===== src/rtl/rr_mux4_arbiter.sv =====
// ---------------------------------------------------------------------------
// rr_mux4_arbiter
//
// Round-robin arbiter that owns the select lines of a shared 4:1, WIDTH-bit
// multiplexer. A requester keeps its grant for as long as it keeps requesting.
// When someone else is also waiting, it keeps the grant for at most MAX_HOLD
// consecutive cycles. The arbiter moves from one owner straight to the next,
// with no idle cycle in between.
//
// Parameters:
//   WIDTH      data lane width in bits (>= 1)
//   MAX_HOLD   max consecutive grant cycles while another requester waits (>= 1)
//
// Ports:
//   clk         clock; all state updates on the rising edge
//   rst         asynchronous active-high reset
//   req_i       level-sensitive request, one bit per requester
//   data_in_i   four packed lanes, lane i = data_in_i[i*WIDTH +: WIDTH]
//   gnt_o       registered one-hot grant, zero when idle
//   sel_o       registered binary index of the current grant (mux select)
//   valid_o     registered, high exactly when gnt_o is non-zero
//   data_out_o  selected lane while valid, otherwise all zeros
// ---------------------------------------------------------------------------
module rr_mux4_arbiter #(
    parameter int WIDTH    = 8,
    parameter int MAX_HOLD = 4
) (
    input  logic                 clk,
    input  logic                 rst,
    input  logic [3:0]           req_i,
    input  logic [4*WIDTH-1:0]   data_in_i,
    output logic [3:0]           gnt_o,
    output logic [1:0]           sel_o,
    output logic                 valid_o,
    output logic [WIDTH-1:0]     data_out_o
);

    localparam int CW = $clog2(MAX_HOLD + 1);
    localparam logic [CW-1:0] HOLD_MAX = CW'(MAX_HOLD);

    typedef enum logic {
        IDLE,
        GRANT
    } state_e;

    state_e        state_q, state_d;
    logic [3:0]    gnt_q, gnt_d;
    logic [1:0]    sel_q, sel_d;
    logic          valid_q, valid_d;
    logic [1:0]    ptr_q, ptr_d;
    logic [CW-1:0] cnt_q, cnt_d;

    logic          ownerReq;
    logic [3:0]    othersMask;
    logic          othersReq;
    logic [3:0]    arbMask;
    logic          pickFound;
    logic [1:0]    pickIdx;
    logic          doArb;

    // Returns {found, index} for the first set bit of mask, searching start,
    // start+1, ... modulo 4. The loop runs from the farthest offset down to the
    // nearest one, so the nearest set bit is the last one written and wins.
    function automatic logic [2:0] pickFirst(input logic [3:0] mask,
                                             input logic [1:0] start);
        logic [1:0] idx;
        pickFirst = 3'b000;
        for (int i = 3; i >= 0; i--) begin
            idx = start + 2'(i);
            if (mask[idx]) begin
                pickFirst = {1'b1, idx};
            end
        end
    endfunction

    // Next-state logic. The owner is excluded from every arbitration made in
    // GRANT. On a forced release this is what makes the new owner differ from
    // the old one. On a voluntary release the owner's request is already low,
    // so the mask changes nothing.
    always_comb begin
        state_d    = state_q;
        gnt_d      = gnt_q;
        sel_d      = sel_q;
        valid_d    = valid_q;
        ptr_d      = ptr_q;
        cnt_d      = cnt_q;
        doArb      = 1'b0;

        ownerReq   = req_i[sel_q];
        othersMask = req_i & ~(4'b0001 << sel_q);
        othersReq  = |othersMask;
        arbMask    = (state_q == IDLE) ? req_i : othersMask;
        {pickFound, pickIdx} = pickFirst(arbMask, ptr_q);

        case (state_q)
            IDLE: begin
                if (|req_i) begin
                    doArb = 1'b1;
                end
            end
            GRANT: begin
                if (!ownerReq || (othersReq && (cnt_q == HOLD_MAX))) begin
                    doArb = 1'b1;
                end else if (cnt_q != HOLD_MAX) begin
                    cnt_d = cnt_q + CW'(1);
                end
            end
            default: begin
                state_d = IDLE;
            end
        endcase

        if (doArb) begin
            if (pickFound) begin
                state_d = GRANT;
                gnt_d   = 4'b0001 << pickIdx;
                sel_d   = pickIdx;
                valid_d = 1'b1;
                cnt_d   = CW'(1);
                ptr_d   = pickIdx + 2'd1;
            end else begin
                // Nobody else wants the mux. Go idle and leave sel where it is.
                state_d = IDLE;
                gnt_d   = 4'b0000;
                valid_d = 1'b0;
                cnt_d   = '0;
            end
        end
    end

    // State and output registers. Reset clears everything at once, so the
    // outputs return to zero without waiting for a clock edge.
    always_ff @(posedge clk or posedge rst) begin
        if (rst) begin
            state_q <= IDLE;
            gnt_q   <= 4'b0000;
            sel_q   <= 2'd0;
            valid_q <= 1'b0;
            ptr_q   <= 2'd0;
            cnt_q   <= '0;
        end else begin
            state_q <= state_d;
            gnt_q   <= gnt_d;
            sel_q   <= sel_d;
            valid_q <= valid_d;
            ptr_q   <= ptr_d;
            cnt_q   <= cnt_d;
        end
    end

    // Shared datapath mux. The lane is gated by valid, so the stale sel value
    // kept while idle never reaches the output.
    always_comb begin
        data_out_o = '0;
        if (valid_q) begin
            data_out_o = data_in_i[sel_q*WIDTH +: WIDTH];
        end
    end

    assign gnt_o   = gnt_q;
    assign sel_o   = sel_q;
    assign valid_o = valid_q;

endmodule


===== config.mk =====
export PLATFORM = sky130hd
export DESIGN_NAME = rr_mux4_arbiter
export DESIGN_NICKNAME = d
export VERILOG_FILES = /design/src/rtl/rr_mux4_arbiter.sv
export SDC_FILE = /design/constraint.sdc
export NUM_CORES = 1
export LEC_CHECK = 0
export CORE_ASPECT_RATIO = 1.5
export CORE_MARGIN = 2
export CORE_UTILIZATION = 25
export CTS_CLUSTER_DIAMETER = 200
export DETAILED_ROUTE_END_ITERATION = 8
export PLACE_DENSITY = 0.5
export REMOVE_ABC_BUFFERS = 1
export SETUP_SLACK_MARGIN = 0.2
export SYNTH_ARGS = -nofsm -noshare
export SYNTH_HDL_FRONTEND = slang
export SYNTH_SLANG_ARGS = --single-unit

===== constraint.sdc =====
create_clock -name clk -period 3 [get_ports clk]
set_input_delay 0.45 -clock clk [delete_from_list [all_inputs] [get_ports clk]]
set_output_delay 0.45 -clock clk [all_outputs]
set_load 0.01 [all_outputs]

After elaboration in Yosys (flattened, before gate mapping)
Index checks and enable logic that the tools add are counted.
{"block": "op_classes", "order_cmp": 5, "n_mux": 26, "eq_ne": 3, "n_bitwise": 3, "add_sub_neg": 5, "n_reduce_logical": 9, "shift": 3}
{"operator": "$shiftx A32 B6 Y8", "count": 1}
{"operator": "$mux W3", "count": 8}
{"operator": "$lt A2 B3 Y1 const B", "count": 5}
{"operator": "$bmux W1 S2", "count": 5}
{"operator": "$mux W1", "count": 9}
{"operator": "$mux W4", "count": 2}
{"operator": "$mux W8", "count": 1}
{"operator": "$reduce_or A4 Y1", "count": 2}
{"operator": "$shl A1 B2 Y4 const A", "count": 2}
{"operator": "$add A2 B1 Y2 const B", "count": 2}
{"operator": "$add A2 B2 Y2 const B", "count": 2}
{"operator": "$and A4 B4 Y4", "count": 1}
{"operator": "$not A4 Y4", "count": 1}
{"operator": "$reduce_bool A2 Y1", "count": 2}
{"operator": "$add A3 B1 Y3 const B", "count": 1}
{"operator": "$eq A3 B3 Y1 const B", "count": 1}
{"operator": "$ne A3 B3 Y1 const B", "count": 1}
{"operator": "$reduce_and A3 Y1", "count": 1}
{"operator": "$ne A2 B2 Y1 const B", "count": 1}
{"operator": "$pmux W1 S2", "count": 1}
{"operator": "$reduce_and A2 Y1", "count": 1}
{"operator": "$logic_and A1 B1 Y1", "count": 1}
{"operator": "$logic_not A1 Y1", "count": 1}
{"operator": "$logic_or A1 B1 Y1", "count": 1}
{"operator": "$not A1 Y1", "count": 1}
{"block": "word_totals", "out_inout_bits": 15, "regBits": 12}

Depth between registers and ports, before layout
Gate-level depths: netlist (run 1).
{"block": "depth", "word_depth": 12, "ltp_mapped": 8}

Worst setup path after synthesis (run 1)
No wires, ideal clock.
{"block": "synth_path", "path_type": "register to output", "from": "reg sel_q[0], in the netlist sel_o[0]", "to": "out data_out_o[0]", "path_slack_ns": 1.022, "n_path_buf": 2, "arrival_time_ns": 1.528, "t_required_ns": 2.550, "path_stages_with_launch": 5, "path_cell_list": "dfrtp_1 -> buf_6 -> buf_2 -> mux4_2 -> and2_1"}
{"block": "synth_between", "elab_chain_len": 2}
{"item": "from (decl)", "line": "48", "source": "logic [1:0] sel_q, sel_d;"}
{"item": "from (signal assigned)", "line": "144", "source": "sel_q <= sel_d;"}
{"item": "$shiftx A32 B6 Y8", "line": "156", "source": "data_out_o = data_in_i[sel_q*WIDTH +: WIDTH];"}
{"item": "$mux W8", "line": "155", "source": "if (valid_q) begin"}
{"item": "to (decl)", "line": "35", "source": "output logic [WIDTH-1:0] data_out_o"}
No other way between the ends.

Worst setup path after layout (run 1)
Ends and elaborated chain as after synthesis.

==> results.tsv, run 1 <==
metric	value	unit
Pins Over Slew Limit	0	
DRC	0	
Slew HR	51.0	%
Final Hold Viols	0	
Flop pwr share	21.4	%
clk buf depth	2	
M2 GR Usage	25.7	%
Core ar.	0.00454	mm2
TritonCTS clock tree	yes	
clk_lat worst skew	0.23	ns
Min-Delay Path Class	flip-flop to flip-flop	
PD cells	945	mW/mm2
Util after Layout	39.6	%
Mapped Area	0.00117	mm2
Syn Area/Cell	10.4	um2
Async SR Flop Fraction	100	%
drt wl/cell	14.8	um
DP Worst Slack	0.403	ns
clock buffer count from CTS	3	
final std cells w/o fill	230	
crit end category	output pin	
fmax	392	MHz
Setup Fix Bufs, Post-CTS	0	
drt total wl	3400	um
Switching Share	42.1	%
Core Rows	30	
met3 Use GR	2.66	%
number of H-tree levels	1	
Post-synth top cells	dfrtp_1 (12), mux4_2 (10), nor2_1 (10), and2_1 (9), nand2_1 (7)	
Die Ht	88.0	um
CP required	2.55	ns
final setup fails	0	
Hold WS	0.480	ns
post-route ant nets	0	
Area contributors post-synth	dfrtp_1 (26%), mux4_2 (19%), and2_1 (4.8%)	
outcome	finished, final reports clean	
die area	0.00528	mm2
crit path max-delay cell type	dfrtp_1	
total vias in the final route	1130	
first-pass GRT wire length	5420	um
Port Buf Inserts	52	
maximum VDD drop	0.499	mV
Chip Width	60.0	um
Placer Congestion	0.861	
internal power	983	uW
Inst Count DP	227	
met1 Use GR	14.3	%
Reg clk slew, reported paths	0.05	ns
post-layout min period	2.55	ns
FF/Latch Area	300	um2
vias per cell	4.91	
Seq cells post-synth	12	
clock root buffer	clkbuf_8	
Net Sw Power	715	uW
Pre-Repair DR Iteration Count	4	
Synth Flop Type	dfrtp_1	
design area	0.00180	mm2
Post-Syn Instances	113	
WS Path Type	flip-flop to output pin	
skew final	0.000507	ns
Total Power	1.70	mW
post_cts resized	0	
largest area contributor in the netlist	dfrtp_1	
I/O Pins	53	
actual slew at the worst max-slew pin	0.735	ns
Filler cells	458	
Logic pwr share	70.2	%
crit-path max FO	9	
# diodes	0	
Cell variety after synth	43	
critical path cell sequence	mux4_2 -> and2_1 -> clkdlybuf4s50_1	
type of origin of the critical path	flip-flop	
hold buffer count at cts	0	
static leakage	0.684	nW
grt total ovfl	0	
GR peak layer	met2	
HPWL after DPL	2770	um
clock power share	8.4	%
Starting Density	25.9	%
GR Util All Layers	13.3	%
vias in the first global route	1190	
largest net degree at the start of global routing	17	
Placed Area	0.00176	mm2
Tcrit/Tclk final	85.0	%
Area Overhead vs Synth	52.9	%
CTS sink count	12	
delay of the slowest cell on the worst path	0.66	ns
initial antenna violation count	0	
multi-input logic area	806	um2
sequential share of the synthesized area	25.6	%
unrepaired setup endpoints after global routing	false	
Final WS setup	0.451	ns
DRT iter0 DRCs	28	
setup_tns	0	ns
Synth top area share	25.6	%
Post-synth EDFFs	0	
final net count	208	
Synth warnings	0	
Max Cap Violations	0	
layout cells sized above 1	16.3	%
most frequent cell after synthesis	dfrtp_1	
Critical Path AT	2.10	ns
## final timing paths
kind	startpoint	to	slack [ns]	cells after the start
setup / recovery	sel_o[0]	data_out_o[0]	0.45	3
hold / removal	gnt_o[1]	gnt_o[1]	0.48	2
setup reg to reg	sel_o[0]	gnt_o[0]	0.49	7
hold reg to reg	gnt_o[1]	gnt_o[1]	0.48	2
max in group asynchronous	rst	valid_o	2.16	2
min in group asynchronous	rst	gnt_o[2]	0.53	2
## per-layer routing
layer / routed length (um) / up-vias
li1: - / 531
met1: 1250 / 543
met2: 1820 / 54
met3: 310 / 2
met4: 14 / 0
met5: 0 / -
## worst max-delay path: cells and delay by family (launching register included)
| family | cells | cell delay [ns] |
|---|---|---|
| buffers and inverters | 1 | 0.48 |
| DFF | 1 | 0.66 |
| muxes | 1 | 0.56 |
| and+or+nand+nor | 1 | 0.17 |
## power groups by stage
stage	Clock [mW]	Sequential (mW)	Combinational, mW
after CTS	0.146	0.367	1.20
after detailed placement	0	0.369	1.20
final	0.143	0.363	1.19
after global placement	0	0.364	1.18
after global routing	0.155	0.380	1.30
after floorplan	0	0.387	0.757
## registers in the layout (all words and copies together) (netlist names)
register / cells
sel_o: 2
cnt_q: 3
gnt_o: 4
valid_o: 1
ptr_q: 2
## placed cells by master, fill, tap and decap left out, drive strengths merged, types with 3 or more instances in the layout
cell and instances:
o21ai 6, dfrtp 12, nor2 10, clkbuf 3, nor2b 5, and2 9, buf 4, mux4 10
a211oi 3, mux2i 3, inv 5, clkdlybuf4s50 52, nand2b 5, nand2 8, a21oi 6
## area by class of cell
type                       instances  area share, %
clock buffer                       3           2.30
inverter                           5           1.04
sequential                        12           16.7
multi-input combinational         90           44.8
tap                               64           4.46
timing repair buffer              56           30.6
## cells by family (layout without fill, tap and decap cells)
kind of cell	Yosys count	in the layout	synth area share, %
mux	13	13	21.7
xor+xnor	4	4	4.58
fa+ha+maj	2	2	2.13
buf+inv	11	64	5.86
compound gates	28	28	19.6
flops	12	12	25.6
simple gates	43	43	20.6
Note: power is estimated with default switching activity, not from simulation.
==> inputs of run 2 (changes only) <==
--- a/config.mk
+++ b/config.mk
@@ -10,7 +10,7 @@
 export CORE_UTILIZATION = 25
 export CTS_CLUSTER_DIAMETER = 200
 export DETAILED_ROUTE_END_ITERATION = 8
-export PLACE_DENSITY = 0.5
+export PLACE_DENSITY = 0.52
 export REMOVE_ABC_BUFFERS = 1
 export SETUP_SLACK_MARGIN = 0.2
 export SYNTH_ARGS = -nofsm -noshare
==> constraint.sdc (replaced) <==
create_clock -name clk -period 2.15 [get_ports clk]
set_input_delay 0.3225 -clock clk [delete_from_list [all_inputs] [get_ports clk]]
set_output_delay 0.3225 -clock clk [all_outputs]
set_load 0.01 [all_outputs]
==> run 2 against run 1 <==
  * Clock-buffer cell count unchanged
  * Core utilization up 7.8 points
  * Critical endpoint is now gnt_o[0]
  * Critical path depth up 5
  * Non-clock buffer count up 31
  * Flip-flop and latch count unchanged
  * Worst setup slack worse by 0.41 ns
  * Cell area up 20%
==> results.tsv, run 2 (synthesis gave the netlist of run 1 again) <==
metric	value	unit	change
design area	0.00215	mm2	was 0.00180 mm2
initial antenna violation count	0		unchanged
actual slew at the worst max-slew pin	0.453	ns	was 0.735 ns
Chip Width	60.0	um	unchanged
drt total wl	3850	um	was 3400 um
Filler cells	442		was 458
CTS sink count	12		unchanged
DRC	0		unchanged
Worst R2R Setup Slack	0.04	ns	was 0.49 ns
Final Hold Viols	0		unchanged
vias per cell	4.83		was 4.91
R2R cell count	8		was 7
unrepaired setup endpoints after global routing	true		was false
Net Sw Power	1.26	mW	was 715 uW
Hold WS	0.386	ns	was 0.480 ns
WS Path Type	flip-flop to flip-flop		was flip-flop to output pin
first-pass GRT wire length	6080	um	was 5420 um
FF-to-FF Start	ptr_q[0]		was sel_o[0]
Switching Share	40.4	%	was 42.1%
clock root buffer	clkbuf_8		unchanged
skew final	0.00411	ns	was 0.000507 ns
DP Worst Slack	-0.204	ns	was 0.403 ns
vias in the first global route	1322		was 1190
final setup fails	0		unchanged
drt wl/cell	14.8	um	about the same
Final WS setup	0.0386	ns	was 0.451 ns
Core ar.	0.00454	mm2	unchanged
GR Util All Layers	15.0	%	was 13.3%
Critical Path AT	2.24	ns	was 2.10 ns
crit path from	ptr_q[0]		was sel_o[0]
Tcrit/Tclk final	98.2	%	
crit path max-delay cell type	mux4_2		was dfrtp_1
fmax	474	MHz	
Pins Over Slew Limit	0		unchanged
Port Buf Inserts	52		unchanged
post-layout min period	2.11	ns	
commonest non-fill, non-tap cell in the layout	clkdlybuf4s50_1		unchanged
final std cells w/o fill	261		was 230
commonest cells after routing, fill and taps aside	clkdlybuf4s50_1 (41), buf_4 (24), dfrtp_1 (12)		was clkdlybuf4s50_1 (52), dfrtp_1 (12), nor2_1 (10), mux4_2 (10), and2_1 (9)
outcome	finished, final reports clean		unchanged
Placer Congestion	0.852		was 0.861
TritonCTS clock tree	yes		unchanged
layout cells sized above 1	40.1	%	was 16.3%
Max Cap Violations	0		unchanged
Slew HR	69.8	%	was 51.0%
crit end category	flip-flop		was output pin
Core Rows	30		unchanged
clock power share	6.4	%	was 8.4%
Placed Area	0.00192	mm2	was 0.00176 mm2
Total Power	3.11	mW	was 1.70 mW
# diodes	0		unchanged
Flop pwr share	13.1	%	was 21.4%
final net count	239		was 208
Pre-Repair DR Iteration Count	4		unchanged
CP required	2.28	ns	was 2.55 ns
DRT iter0 DRCs	34		was 28
Die Ht	88.0	um	unchanged
clk buf depth	2		unchanged
Reg clk slew, reported paths	0.05	ns	about the same
maximum VDD drop	0.774	mV	was 0.499 mV
internal power	1.85	mW	was 983 uW
critical path cell sequence	buf_12 -> buf_4 -> nor2_2 -> a221oi_4 -> nor2b_1 -> mux4_2 -> nand2b_4 -> a32o_1		was mux4_2 -> and2_1 -> clkdlybuf4s50_1
I/O Pins	53		unchanged
type of origin of the critical path	flip-flop		unchanged
post-route ant nets	0		unchanged
delay of the slowest cell on the worst path	0.52	ns	was 0.66 ns
clk_lat worst skew	0.24	ns	was 0.23 ns
number of H-tree levels	1		unchanged
Logic pwr share	80.5	%	was 70.2%
Area Overhead vs Synth	83.1	%	was 52.9%
static leakage	0.896	nW	was 0.684 nW
max FFs per register	4		unchanged
grt total ovfl	0		unchanged
setup_tns	0	ns	unchanged
clock buffer count from CTS	3		unchanged
Min-Delay Path Class	primary input to async pin		was flip-flop to flip-flop
Inst Count DP	245		was 227
Util after Layout	47.4	%	was 39.6%
HPWL after DPL	2920	um	was 2770 um
largest net degree at the start of global routing	15		was 17
die area	0.00528	mm2	unchanged
total vias in the final route	1260		was 1130
hold buffer count at cts	0		unchanged
crit-path max FO	7		was 9
Starting Density	25.9	%	unchanged
PD cells	1450	mW/mm2	was 945 mW/mm2
RR Endpoint	gnt_o[0]		unchanged
-- run 2: changes by cell type in the layout (fill, tap and decap cells not counted), moves of 2 or more --
cell             previous run  this run
buf_6                       0         8
buf_2                       0         6
and2_1                      9         7
buf_4                       4        24
clkdlybuf4s50_1            52        41
dlygate4sd2_1               0         2
buf_12                      0         3
and2_4                      0         2
o21ai_2                     0         2
o21ai_0                     4         1
-- run 2: layer usage --
metal  wire (um)  track usage (%)  part of all wire, %
met3         304             2.22                  7.9
met1        1330             16.1                   34
met4          81             4.85                  2.1
met5           0                0                    0
met2        2140             28.7                   56
-- run 2: how the worst max path moves through the flow --
stage	end	slack, ns	cells past startpoint
6_report	gnt_o[0]	0.04	8
3_3_place_gp	gnt_o[0]	-0.18	7
2_1_floorplan	gnt_o[0]	-0.22	6
3_5_place_dp	gnt_o[0]	-0.20	7
4_1_cts	gnt_o[0]	0.04	7
5_1_grt	gnt_o[0]	-0.03	7
-- run 2: cell type report --
class / instances / area (um2) / area share [%]
Clock buffer: 3 / 41.3 / 1.92
Timing Repair Buffer: 87 / 821 / 38.2
Tap cell: 64 / 80.1 / 3.72
Inverter: 5 / 18.8 / 0.873
Multi-Input combinational cell: 90 / 890 / 41.4
Sequential cell: 12 / 300 / 14.0
-- run 2: power by group through the flow --
| stage | Sequential, mW | Combinational [mW] | Clock (mW) |
|---|---|---|---|
| floorplan | 0.541 | 1.06 | 0 |
| CTS | 0.406 | 2.27 | 0.204 |
| finish | 0.409 | 2.51 | 0.199 |
| global route | 0.416 | 2.71 | 0.214 |
| detailed placement | 0.408 | 2.09 | 0 |
| global placement | 0.403 | 2.06 | 0 |
-- run 2: critical path, delay by kind of cell, from the launching register on --
kind | cells | cell delay (ns)
buffers and inverters | 2 | 0.31
AND/OR/NAND/NOR | 3 | 0.47
AO/OA/AOI/OAI | 2 | 0.30
multiplexers | 1 | 0.52
flip-flops | 1 | 0.39
-- run 2: what timing repair did --
item	in CTS	in global routing
pin swaps	3	8
setup buffers	7	6
endpoints found under the setup margin	18	16
resized for setup	41	22
